File: config.mk
export PLATFORM = sky130hd
export DESIGN_NAME = decode_stage_flat
export DESIGN_NICKNAME = d
export VERILOG_FILES = /design/src/rtl/decode_stage_pkg.sv /design/src/rtl/decode_stage_if.sv /design/src/rtl/decode_stage_imm_gen.sv /design/src/rtl/decode_stage.sv /design/src/flat_wrapper.sv
export SDC_FILE = /design/constraint.sdc
export NUM_CORES = 1
export LEC_CHECK = 0
export CELL_PAD_IN_SITES_DETAIL_PLACEMENT = 0
export CELL_PAD_IN_SITES_GLOBAL_PLACEMENT = 2
export CORE_ASPECT_RATIO = 0.8
export CORE_UTILIZATION = 24
export CTS_BUF_LIST = sky130_fd_sc_hd__clkbuf_16
export DETAILED_ROUTE_END_ITERATION = 6
export GPL_TIMING_DRIVEN = 1
export PLACE_DENSITY_LB_ADDON = 0.1
export SLEW_MARGIN = 20
export SYNTH_ARGS = -nofsm -noshare
export SYNTH_HDL_FRONTEND = slang
export SYNTH_SLANG_ARGS = --single-unit
File: constraint.sdc
create_clock -name clk -period 2.1 [get_ports clk]
set_input_delay 0.21 -clock clk [delete_from_list [all_inputs] [get_ports clk]]
set_output_delay 0.21 -clock clk [all_outputs]
set_load 0.01 [all_outputs]
File: src/rtl/decode_stage_pkg.sv
// Shared RV32I/RV64I decode definitions: base opcodes, instruction formats,
// the per-instruction decoded field bundle and the opcode-to-format map.
package instructionList;

    localparam logic [6:0] OPC_OP     = 7'b0110011;
    localparam logic [6:0] OPC_OP_IMM = 7'b0010011;
    localparam logic [6:0] OPC_LOAD   = 7'b0000011;
    localparam logic [6:0] OPC_JALR   = 7'b1100111;
    localparam logic [6:0] OPC_STORE  = 7'b0100011;
    localparam logic [6:0] OPC_BRANCH = 7'b1100011;
    localparam logic [6:0] OPC_LUI    = 7'b0110111;
    localparam logic [6:0] OPC_AUIPC  = 7'b0010111;
    localparam logic [6:0] OPC_JAL    = 7'b1101111;

    localparam logic [2:0] F3_SLLI = 3'b001;
    localparam logic [2:0] F3_SRXI = 3'b101;

    typedef enum logic [2:0] {
        FMT_R       = 3'd0,
        FMT_I       = 3'd1,
        FMT_S       = 3'd2,
        FMT_B       = 3'd3,
        FMT_U       = 3'd4,
        FMT_J       = 3'd5,
        FMT_ILLEGAL = 3'd6
    } fmt_e;

    typedef struct packed {
        logic [6:0] opcode;
        logic [2:0] funct3;
        logic [6:0] funct7;
        logic [4:0] rs1;
        logic [4:0] rs2;
        logic [4:0] rd;
        fmt_e       fmt;
        logic       rs1_used;
        logic       rs2_used;
        logic       rd_we;
        logic       illegal;
    } dec_fields_t;

    // Every supported opcode ends in 2'b11, so a compressed-style low pair falls to ILLEGAL.
    function automatic fmt_e opcode_fmt(input logic [31:0] instr);
        fmt_e f;
        f = FMT_ILLEGAL;
        if (instr[1:0] == 2'b11) begin
            case (instr[6:0])
                OPC_OP:                       f = FMT_R;
                OPC_OP_IMM, OPC_LOAD, OPC_JALR: f = FMT_I;
                OPC_STORE:                    f = FMT_S;
                OPC_BRANCH:                   f = FMT_B;
                OPC_LUI, OPC_AUIPC:           f = FMT_U;
                OPC_JAL:                      f = FMT_J;
                default:                      f = FMT_ILLEGAL;
            endcase
        end
        return f;
    endfunction

endpackage

File: src/rtl/decode_stage_if.sv
// Fetch-to-execute decode bus: input handshake, flush, and the registered decoded outputs.
interface decode_stage_if
    import instructionList::*;
#(
    parameter int XLEN = 32,
    parameter int PC_W = 32
);

    logic            flush;
    logic            in_valid;
    logic            in_ready;
    logic [31:0]     instr;
    logic [PC_W-1:0] pc_in;

    logic            out_valid;
    logic            out_ready;
    logic [PC_W-1:0] pc_out;
    logic [6:0]      opcode;
    logic [2:0]      funct3;
    logic [6:0]      funct7;
    logic [4:0]      rs1;
    logic [4:0]      rs2;
    logic [4:0]      rd;
    logic [XLEN-1:0] imm;
    fmt_e            fmt;
    logic            rs1_used;
    logic            rs2_used;
    logic            rd_we;
    logic            illegal;

    modport master (
        output flush, in_valid, instr, pc_in, out_ready,
        input  in_ready, out_valid, pc_out, opcode, funct3, funct7,
               rs1, rs2, rd, imm, fmt, rs1_used, rs2_used, rd_we, illegal
    );

    modport slave (
        input  flush, in_valid, instr, pc_in, out_ready,
        output in_ready, out_valid, pc_out, opcode, funct3, funct7,
               rs1, rs2, rd, imm, fmt, rs1_used, rs2_used, rd_we, illegal
    );

endinterface

File: src/rtl/decode_stage_imm_gen.sv
// Combinational immediate generator: rebuilds the scattered immediate bits of
// each format and sign-extends to XLEN (R and ILLEGAL yield zero).
module decode_imm_gen
    import instructionList::*;
#(
    parameter int XLEN = 32
) (
    input  logic [31:0]     i_instr,
    input  fmt_e            i_fmt,
    output logic [XLEN-1:0] o_imm
);

    logic signed [11:0] w_imm_i;
    logic signed [11:0] w_imm_s;
    logic signed [12:0] w_imm_b;
    logic signed [31:0] w_imm_u;
    logic signed [20:0] w_imm_j;

    assign w_imm_i = i_instr[31:20];
    assign w_imm_s = {i_instr[31:25], i_instr[11:7]};
    assign w_imm_b = {i_instr[31], i_instr[7], i_instr[30:25], i_instr[11:8], 1'b0};
    assign w_imm_u = {i_instr[31:12], 12'b0};
    assign w_imm_j = {i_instr[31], i_instr[19:12], i_instr[20], i_instr[30:21], 1'b0};

    always_comb begin
        o_imm = '0;
        case (i_fmt)
            FMT_I:   o_imm = XLEN'(w_imm_i);
            FMT_S:   o_imm = XLEN'(w_imm_s);
            FMT_B:   o_imm = XLEN'(w_imm_b);
            FMT_U:   o_imm = XLEN'(w_imm_u);
            FMT_J:   o_imm = XLEN'(w_imm_j);
            default: o_imm = '0;
        endcase
    end

endmodule

File: src/rtl/decode_stage.sv
// RV32I/RV64I decode stage: combinational field/format/immediate decode feeding
// a single elastic valid/ready output register with stall and flush.
module decode_stage
    import instructionList::*;
#(
    parameter int XLEN        = 32,
    parameter int PC_W        = 32,
    parameter bit ZERO_UNUSED = 1'b1
) (
    input logic           clk,
    input logic           rst_n,
    decode_stage_if.slave dec
);

    fmt_e            w_fmt;
    dec_fields_t     w_fields;
    logic [XLEN-1:0] w_imm;
    logic            w_shift_imm;
    logic            w_rd_used;
    logic            w_in_ready;
    logic            w_accept;

    logic            r_valid;
    dec_fields_t     r_fields;
    logic [XLEN-1:0] r_imm;
    logic [PC_W-1:0] r_pc;

    assign w_fmt       = opcode_fmt(dec.instr);
    assign w_shift_imm = (dec.instr[6:0] == OPC_OP_IMM)
                       && ((dec.instr[14:12] == F3_SLLI) || (dec.instr[14:12] == F3_SRXI));

    always_comb begin
        w_fields         = '0;
        w_rd_used        = 1'b0;
        w_fields.opcode  = dec.instr[6:0];
        w_fields.fmt     = w_fmt;
        w_fields.illegal = (w_fmt == FMT_ILLEGAL);
        case (w_fmt)
            FMT_R: begin
                w_fields.rs1_used = 1'b1;
                w_fields.rs2_used = 1'b1;
                w_rd_used         = 1'b1;
            end
            FMT_I: begin
                w_fields.rs1_used = 1'b1;
                w_rd_used         = 1'b1;
            end
            FMT_S, FMT_B: begin
                w_fields.rs1_used = 1'b1;
                w_fields.rs2_used = 1'b1;
            end
            FMT_U, FMT_J: begin
                w_rd_used         = 1'b1;
            end
            default: ;
        endcase

        w_fields.funct3 = ((w_fmt == FMT_U) || (w_fmt == FMT_J)) ? 3'b000 : dec.instr[14:12];
        w_fields.funct7 = (!ZERO_UNUSED || (w_fmt == FMT_R) || ((w_fmt == FMT_I) && w_shift_imm))
                        ? dec.instr[31:25] : '0;
        w_fields.rs1    = (!ZERO_UNUSED || w_fields.rs1_used) ? dec.instr[19:15] : '0;
        w_fields.rs2    = (!ZERO_UNUSED || w_fields.rs2_used) ? dec.instr[24:20] : '0;
        w_fields.rd     = (!ZERO_UNUSED || w_rd_used)         ? dec.instr[11:7]  : '0;
        w_fields.rd_we  = w_rd_used && (dec.instr[11:7] != 5'd0);
    end

    decode_imm_gen #(
        .XLEN(XLEN)
    ) u_imm_gen (
        .i_instr(dec.instr),
        .i_fmt  (w_fmt),
        .o_imm  (w_imm)
    );

    assign w_in_ready = rst_n && !dec.flush && (!r_valid || dec.out_ready);
    assign w_accept   = dec.in_valid && w_in_ready;

    // Priority: reset, then flush (drops a stalled entry), then load, then drain.
    always_ff @(posedge clk) begin
        if (!rst_n) begin
            r_valid  <= 1'b0;
            r_fields <= '0;
            r_imm    <= '0;
            r_pc     <= '0;
        end else if (dec.flush) begin
            r_valid  <= 1'b0;
        end else if (w_accept) begin
            r_valid  <= 1'b1;
            r_fields <= w_fields;
            r_imm    <= w_imm;
            r_pc     <= dec.pc_in;
        end else if (dec.out_ready) begin
            r_valid  <= 1'b0;
        end
    end

    assign dec.in_ready  = w_in_ready;
    assign dec.out_valid = r_valid;
    assign dec.pc_out    = r_pc;
    assign dec.opcode    = r_fields.opcode;
    assign dec.funct3    = r_fields.funct3;
    assign dec.funct7    = r_fields.funct7;
    assign dec.rs1       = r_fields.rs1;
    assign dec.rs2       = r_fields.rs2;
    assign dec.rd        = r_fields.rd;
    assign dec.imm       = r_imm;
    assign dec.fmt       = r_fields.fmt;
    assign dec.rs1_used  = r_fields.rs1_used;
    assign dec.rs2_used  = r_fields.rs2_used;
    assign dec.rd_we     = r_fields.rd_we;
    assign dec.illegal   = r_fields.illegal;

endmodule
File: src/flat_wrapper.sv
// flat-port wrapper written by rule: the top's interface ports become plain ports
module decode_stage_flat import instructionList::*;
#(
    parameter int XLEN        = 32,
    parameter int PC_W        = 32,
    parameter bit ZERO_UNUSED = 1'b1
)
  (clk, rst_n, dec_flush, dec_in_valid, dec_instr, dec_pc_in, dec_out_ready, dec_in_ready, dec_out_valid, dec_pc_out, dec_opcode, dec_funct3, dec_funct7, dec_rs1, dec_rs2, dec_rd, dec_imm, dec_fmt, dec_rs1_used, dec_rs2_used, dec_rd_we, dec_illegal);
  decode_stage_if #(.XLEN(XLEN), .PC_W(PC_W)) dec_i ();
  input logic clk;
  input logic rst_n;
  input wire logic [$bits(dec_i.flush)-1:0] dec_flush;
  input wire logic [$bits(dec_i.in_valid)-1:0] dec_in_valid;
  input wire logic [$bits(dec_i.instr)-1:0] dec_instr;
  input wire logic [$bits(dec_i.pc_in)-1:0] dec_pc_in;
  input wire logic [$bits(dec_i.out_ready)-1:0] dec_out_ready;
  output wire logic [$bits(dec_i.in_ready)-1:0] dec_in_ready;
  output wire logic [$bits(dec_i.out_valid)-1:0] dec_out_valid;
  output wire logic [$bits(dec_i.pc_out)-1:0] dec_pc_out;
  output wire logic [$bits(dec_i.opcode)-1:0] dec_opcode;
  output wire logic [$bits(dec_i.funct3)-1:0] dec_funct3;
  output wire logic [$bits(dec_i.funct7)-1:0] dec_funct7;
  output wire logic [$bits(dec_i.rs1)-1:0] dec_rs1;
  output wire logic [$bits(dec_i.rs2)-1:0] dec_rs2;
  output wire logic [$bits(dec_i.rd)-1:0] dec_rd;
  output wire logic [$bits(dec_i.imm)-1:0] dec_imm;
  output wire logic [$bits(dec_i.fmt)-1:0] dec_fmt;
  output wire logic [$bits(dec_i.rs1_used)-1:0] dec_rs1_used;
  output wire logic [$bits(dec_i.rs2_used)-1:0] dec_rs2_used;
  output wire logic [$bits(dec_i.rd_we)-1:0] dec_rd_we;
  output wire logic [$bits(dec_i.illegal)-1:0] dec_illegal;
  assign dec_i.flush = dec_flush;
  assign dec_i.in_valid = dec_in_valid;
  assign dec_i.instr = dec_instr;
  assign dec_i.pc_in = dec_pc_in;
  assign dec_i.out_ready = dec_out_ready;
  assign dec_in_ready = dec_i.in_ready;
  assign dec_out_valid = dec_i.out_valid;
  assign dec_pc_out = dec_i.pc_out;
  assign dec_opcode = dec_i.opcode;
  assign dec_funct3 = dec_i.funct3;
  assign dec_funct7 = dec_i.funct7;
  assign dec_rs1 = dec_i.rs1;
  assign dec_rs2 = dec_i.rs2;
  assign dec_rd = dec_i.rd;
  assign dec_imm = dec_i.imm;
  assign dec_fmt = dec_i.fmt;
  assign dec_rs1_used = dec_i.rs1_used;
  assign dec_rs2_used = dec_i.rs2_used;
  assign dec_rd_we = dec_i.rd_we;
  assign dec_illegal = dec_i.illegal;
  decode_stage #(.XLEN(XLEN), .PC_W(PC_W), .ZERO_UNUSED(ZERO_UNUSED)) u_core (.clk(clk), .rst_n(rst_n), .dec(dec_i));
endmodule
==> impl_metrics.tcl, run 1 <==
set metrics [dict create \
    path_buf_inv 3 \
    timing.final.max_slew_violations 0 \
    ys_warn_count 0 \
    synth-seq-cells 104 \
    final_cell_mix "clkdlybuf4s50_1, nand2_1, dfxtp_1" \
    worstPathCellList "clkdlybuf4s50_1 > nand2_1 > buf_4 > nor3_1 > nor2_1 > a211oi_2 > buf_4 > a22o_1" \
    clock_sinks 104 \
    worstSetupPathType "input port to flip-flop" \
    row_count 43 \
    wl_met1_mm 6.85 \
    initial_utilization_pct 24.6 \
    cts_hold_buf 0 \
    htree_levels 3 \
    powerDensity_mw_per_mm2 641 \
    finClkSkew_ns 0.00635 \
    path_common_cell "buf_4" \
    routed_via_density 4.46 \
    dr_total_vias 4053 \
    syn_inst 482 \
    clk_latency_ns 0.35 \
    first_pass_iters 4 \
    io_buffer_count 173 \
    die_h_um 121 \
    layout_commonest_cell "clkdlybuf4s50_1" \
    top_layer_used "met4" \
    fin_ws_ns 0.119 \
    setup_violations 0 \
    routed_wirelength_mm 14.2 \
    drive_gt1_share_pct 12.7 \
    cts_setup_buffers 0 \
    cts_tree "done" \
    hold_violations 0 \
    synth_edf_count 0 \
    start_kind "input port" \
    rsz0062_at_grt "false" \
    netlist_area_mm2 0.00428 \
    end_kind "flip-flop" \
    grtUsageTotal_pct 15.8 \
    gp_congestion 0.856 \
    required_ns 2.40 \
    vdd.ir_drop.worst_uv 368 \
    route.met2.wl_mm 5.95 \
    max_stage_delay_ns 0.50 \
    hold_path.class "input port to flip-flop" \
    slew-limit-headroom_pct 68.9 \
    avgSynthCellArea_um2 8.88 \
    drt-wirelength-per-cell_um 15.6 \
    async_flop_share_pct 0 \
    grt_pass1_vias 4058 \
    period_needed_ns 1.98 \
    grt_max_degree 46 \
    grt_pass1_wl_mm 22.0 \
    worstPathArrival_ns 2.28 \
    synthToLayoutAreaGrowth_pct 60.2 \
    die_w_um 151 \
    fillerInstances 1758 \
    wl_met3_mm 1.26 \
    syn_nets 551 \
    ctsResizeCount 0 \
    drc 0 \
    cts.clk_slew.worst_paths_ns 0.08 \
    fmax_ghz 0.505 \
    io_pins 174 \
    status "finished, final reports clean" \
    drt_iter0_drc 214 \
    cts_buffers 9 \
    dp_slack_ns -0.187 \
    n_antenna_cell 0 \
    leakage_nw 2.41 \
    overflow 0 \
    num-nets-final 747 \
    timing.final.crit_share_pct 94.3 \
    synth_ff_type "dfxtp_1" \
    timing.setup.tns_ns 0 \
    postRouteAntennaNets 0 \
    crit_path_max_fanout 6 \
    critical_path.top_delay_family "buffers and inverters" \
    cap_violations 0 \
    critPathSlowestCell "clkdlybuf4s50_1" \
    dpl.hpwl_mm 10.4 \
    worst_pin_slew_ns 0.466 \
    ys_types 52 \
    ys_seq_area_share_pct 48.6 \
    core_region_area_mm2 0.0174 \
    cts.path.max_buffers 2 \
    cts-root-buf "clkbuf_16" \
    die_area_mm2 0.0184 \
    grt_antenna_before_repair 0 \
]
cell usage after synthesis (4+ instances only):
library cell / number / area [um2]
clkbuf_1: 19 / 71.3
a21boi_1: 5 / 37.5
nor2_1: 22 / 82.6
a22oi_1: 11 / 82.6
a21oi_1: 5 / 25.0
a21boi_2: 10 / 113
a22o_1: 18 / 158
a21o_1: 11 / 82.6
a21boi_0: 47 / 353
a221oi_1: 4 / 35.0
dfxtp_1: 104 / 2080
nand3_1: 7 / 35.0
nor2b_1: 15 / 93.8
o21ai_0: 15 / 75.1
inv_1: 12 / 45.0
buf_2: 15 / 75.1
nand2_1: 117 / 439
worst paths after layout:
check	slack [ns]	to	from	cells after the start
worst max-delay path	0.12	u_core.dec.imm[8]	dec_instr[1]	8
worst min-delay path	0.28	u_core.dec.out_valid	rst_n	4
worst max register to register	0.21	u_core.dec.funct3[2]	u_core.dec.out_valid	5
worst min register to register	0.45	u_core.dec.imm[14]	u_core.dec.imm[14]	2
worst register-to-register path, stage by stage, from the launching register on:
cell      delay, ns
dfxtp_1        0.34
nor2b_1        0.41
or3_4          0.33
buf_4          0.44
nand2_1        0.11
a21boi_0       0.18
through the flow:
| stage | area [um2] | power (W) | utilization, % | instances | hold slack (ns) |
|---|---|---|---|---|---|
| CTS | 6840 | 0.00449 | 39.4 | 908 | 0.261 |
| global placement | 6510 | 0.00257 | 37.5 | 892 | 0.440 |
| global route | 6860 | 0.00461 | 39.5 | 908 | 0.293 |
| finish | 6860 | 0.00440 | 39.5 | 908 | 0.276 |
| detailed placement | 6510 | 0.00257 | 37.5 | 892 | 0.445 |
| floorplan | 4280 | 0.00225 | - | 482 | 0.331 |
report_power, final:
part | switching (W) | leakage, nW | internal (W) | total, W
logic | 0.000220 | 1.41 | 0.000272 | 0.000492
registers | 0.0000199 | 0.842 | 0.00201 | 0.00203
clock network | 0.000817 | 0.154 | 0.00106 | 0.00188
total | 0.00106 | 2.41 | 0.00334 | 0.00440
kinds of logic (layout without fill, tap and decap cells):
family | after synthesis | count (layout) | synth area share (%)
simple gates | 185 | 185 | 19.9
compound gates | 145 | 145 | 26.5
flops | 104 | 104 | 48.6
buf+inv | 48 | 249 | 4.91
final cells by class:
| cell class | count | area (um2) | area share [%] |
|---|---|---|---|
| clock inverter | 7 | 104 | 1.51 |
| clock buffer | 9 | 225 | 3.28 |
| multi-input combinational | 330 | 2010 | 29.3 |
| timing repair buffer | 221 | 2110 | 30.8 |
| sequential | 104 | 2080 | 30.4 |
| inverter | 12 | 45.0 | 0.657 |
| tap | 225 | 282 | 4.11 |
state kept, by name, summed over array words and instances (netlist names):
signal,flops
u_core.dec.fmt,3
u_core.dec.funct3,3
u_core.dec.funct7,7
u_core.dec.illegal,1
u_core.dec.imm,32
u_core.dec.opcode,7
u_core.dec.out_valid,1
u_core.dec.pc_out,32
u_core.dec.rd,5
u_core.dec.rd_we,1
u_core.dec.rs1,5
u_core.dec.rs1_used,1
u_core.dec.rs2,5
u_core.dec.rs2_used,1
metal layers:
layer	track usage, %	vias up
met5	0	-
met3	6.47	8
li1	-	2043
met2	22.9	133
met4	4.50	0
met1	21.3	1869
Power figures use the tool's default switching activity.
==> run 2, diff against run 1 <==
--- a/config.mk
+++ b/config.mk
@@ -8,7 +8,7 @@
 export CELL_PAD_IN_SITES_DETAIL_PLACEMENT = 0
 export CELL_PAD_IN_SITES_GLOBAL_PLACEMENT = 2
 export CORE_ASPECT_RATIO = 0.8
-export CORE_UTILIZATION = 24
+export CORE_UTILIZATION = 22
 export CTS_BUF_LIST = sky130_fd_sc_hd__clkbuf_16
 export DETAILED_ROUTE_END_ITERATION = 6
 export GPL_TIMING_DRIVEN = 1
==> constraint.sdc (replaced) <==
create_clock -name clk -period 1.6 [get_ports clk]
set_input_delay 0.16 -clock clk [delete_from_list [all_inputs] [get_ports clk]]
set_output_delay 0.16 -clock clk [all_outputs]
set_load 0.01 [all_outputs]
==> run 2 against run 1 <==
Against the previous run:
- hold slack lost 0.10 ns
- via count grew 1.8%
- critical endpoint is now u_core.dec.rs2_used
- utilization shrank 1.9 points
- largest cell class unchanged
- register-to-register slack lost 0.18 ns
- routed wire length grew 4.6%
- non-clock buffer count grew 12
==> impl_metrics.tcl, run 2 (same netlist as run 1, synthesis figures left out) <==
set metrics [dict create \
    drc 0 \
    grt_max_degree 87 \
    grtUsageTotal_pct 15.3 \
    dpl.hpwl_mm 10.3 \
    core_region_area_mm2 0.0190 \
    grt_pass1_vias 4276 \
    required_ns 1.85 \
    die_w_um 158 \
    powerDensity_mw_per_mm2 813 \
    final_area_mm2 0.00714 \
    row_count 45 \
    cts_tree "done" \
    placed_cells_incl_taps 927 \
    worstPathArrival_ns 1.82 \
    gp_congestion 0.784 \
    layout_commonest_cell "clkdlybuf4s50_1" \
    netSwitchingPower_w 0.00141 \
    drt-wirelength-per-cell_um 15.6 \
    slew-limit-headroom_pct 72.0 \
    r2r_slack_ns 0.03 \
    grt_pass1_wl_mm 23.4 \
    holdWs_ns 0.171 \
    p_clk_share_pct 42.3 \
    initial_utilization_pct 22.5 \
    end_kind "flip-flop" \
    n_antenna_cell 0 \
    finalNonFillerCells 953 \
    worst_pin_slew_ns 0.419 \
    die_h_um 127 \
    clk_latency_ns 0.35 \
    clock_sinks 104 \
    r2r_cells 5 \
    timing.rr.start "u_core.dec.out_valid" \
    setup_violations 0 \
    crit_path_max_fanout 41 \
    startpoint "u_core.dec.out_valid" \
    drt_iter0_drc 125 \
    use_met2_pct 23.2 \
    worstSetupPathType "flip-flop to flip-flop" \
    overflow 0 \
    drive_gt1_share_pct 17.4 \
    worstReg2RegEnd "u_core.dec.rs2_used" \
    cts.path.max_buffers 2 \
    met3_usage_pct 6.39 \
    routed_wirelength_mm 14.8 \
    combPwrFrac_pct 11.9 \
    final_cell_mix "clkdlybuf4s50_1, nand2_1, dfxtp_1" \
    cts_buffers 9 \
    fmax_ghz 0.637 \
    hold_violations 0 \
    vdd.ir_drop.worst_uv 519 \
    timing.final.max_slew_violations 0 \
    grt_antenna_before_repair 1 \
    io_buffer_count 173 \
    timing.setup.tns_ns 0 \
    use_met1_pct 19.6 \
    htree_levels 3 \
    start_kind "flip-flop" \
    cts.clk_slew.worst_paths_ns 0.08 \
    dp_slack_ns -0.742 \
    status "finished, final reports clean" \
    fin_ws_ns 0.0312 \
    endpoint "u_core.dec.rs2_used" \
    finClkSkew_ns 0.00798 \
    p_int_w 0.00440 \
    cap_violations 0 \
    leakage_nw 2.54 \
    rsz0062_at_grt "true" \
    period_needed_ns 1.57 \
    num-nets-final 759 \
    power_frac_seq_pct 45.8 \
    timing.final.crit_share_pct 98.1 \
    grt-busiest-layer "met2" \
    sw_frac_of_total_pct 24.2 \
    cts-root-buf "clkbuf_16" \
    dr_total_vias 4126 \
    fillerInstances 1967 \
    hold_path.class "input port to flip-flop" \
    first_pass_iters 4 \
    synthToLayoutAreaGrowth_pct 66.9 \
    dpl_cell_area_mm2 0.00662 \
    postRouteAntennaNets 0 \
    die_area_mm2 0.0200 \
    io_pins 174 \
    routed_via_density 4.33 \
    cts_hold_buf 0 \
]
run 2: critical path: stages (launching register included):
cell and delay, ns:
dfxtp_2 0.33, nor2b_4 0.13, or3_4 0.48, buf_12 0.22
and2_4 0.15, o21a_1 0.15
run 2: power groups by stage:
stage          Sequential, W  Combinational (W)  Clock [W]
2_1_floorplan        0.00274           0.000217          0
6_report             0.00266           0.000690    0.00246
3_5_place_dp         0.00272           0.000668          0
5_1_grt              0.00267           0.000749    0.00267
3_3_place_gp         0.00272           0.000662          0
4_1_cts              0.00266           0.000686    0.00256
run 2: per-layer routing:
metal  vias to the layer above  wire length [um]
met4                         2               170
met1                      1931              6890
met5                         -                10
met3                        13              1340
met2                       116              6420
li1                       2064                 -
run 2: area by class of cell:
type / count / area, um2 / share of cell area, %
timing repair buffer: 233 / 2230 / 31.2
multi-input combinational: 330 / 2140 / 29.9
sequential: 104 / 2080 / 29.2
tap: 258 / 323 / 4.52
clock buffer: 9 / 225 / 3.15
clock inverter: 7 / 101 / 1.42
inverter: 12 / 45.0 / 0.630
run 2: worst min path at each step:
stage                                  start              endpoint  slack (ns)  depth (start not counted)
after global placement    u_core.dec.imm[13]    u_core.dec.imm[13]        0.45                          2
after CTS                              rst_n  u_core.dec.out_valid        0.23                          4
after global routing            dec_instr[6]  u_core.dec.opcode[6]        0.18                          3
after detailed placement  u_core.dec.imm[14]    u_core.dec.imm[14]        0.45                          2
after floorplan                 dec_in_valid  u_core.dec.out_valid        0.28                          2
final                           dec_instr[6]  u_core.dec.opcode[6]        0.17                          3
run 2: metrics by stage:
step	power (W)	util, %
global route	0.00609	37.5
global placement	0.00338	34.8
floorplan	0.00296	-
CTS	0.00590	37.2
finish	0.00581	37.5
detailed placement	0.00339	34.8
run 2: repair_timing:
| item | CTS | global route |
|---|---|---|
| cloned | 1 | 1 |
| pin swaps | 6 | 7 |
| hold endpoints to repair | 0 | 0 |
| buffers inserted | 7 | 1 |
| setup endpoints to repair | 82 | 51 |
| gates resized for setup | 25 | 18 |
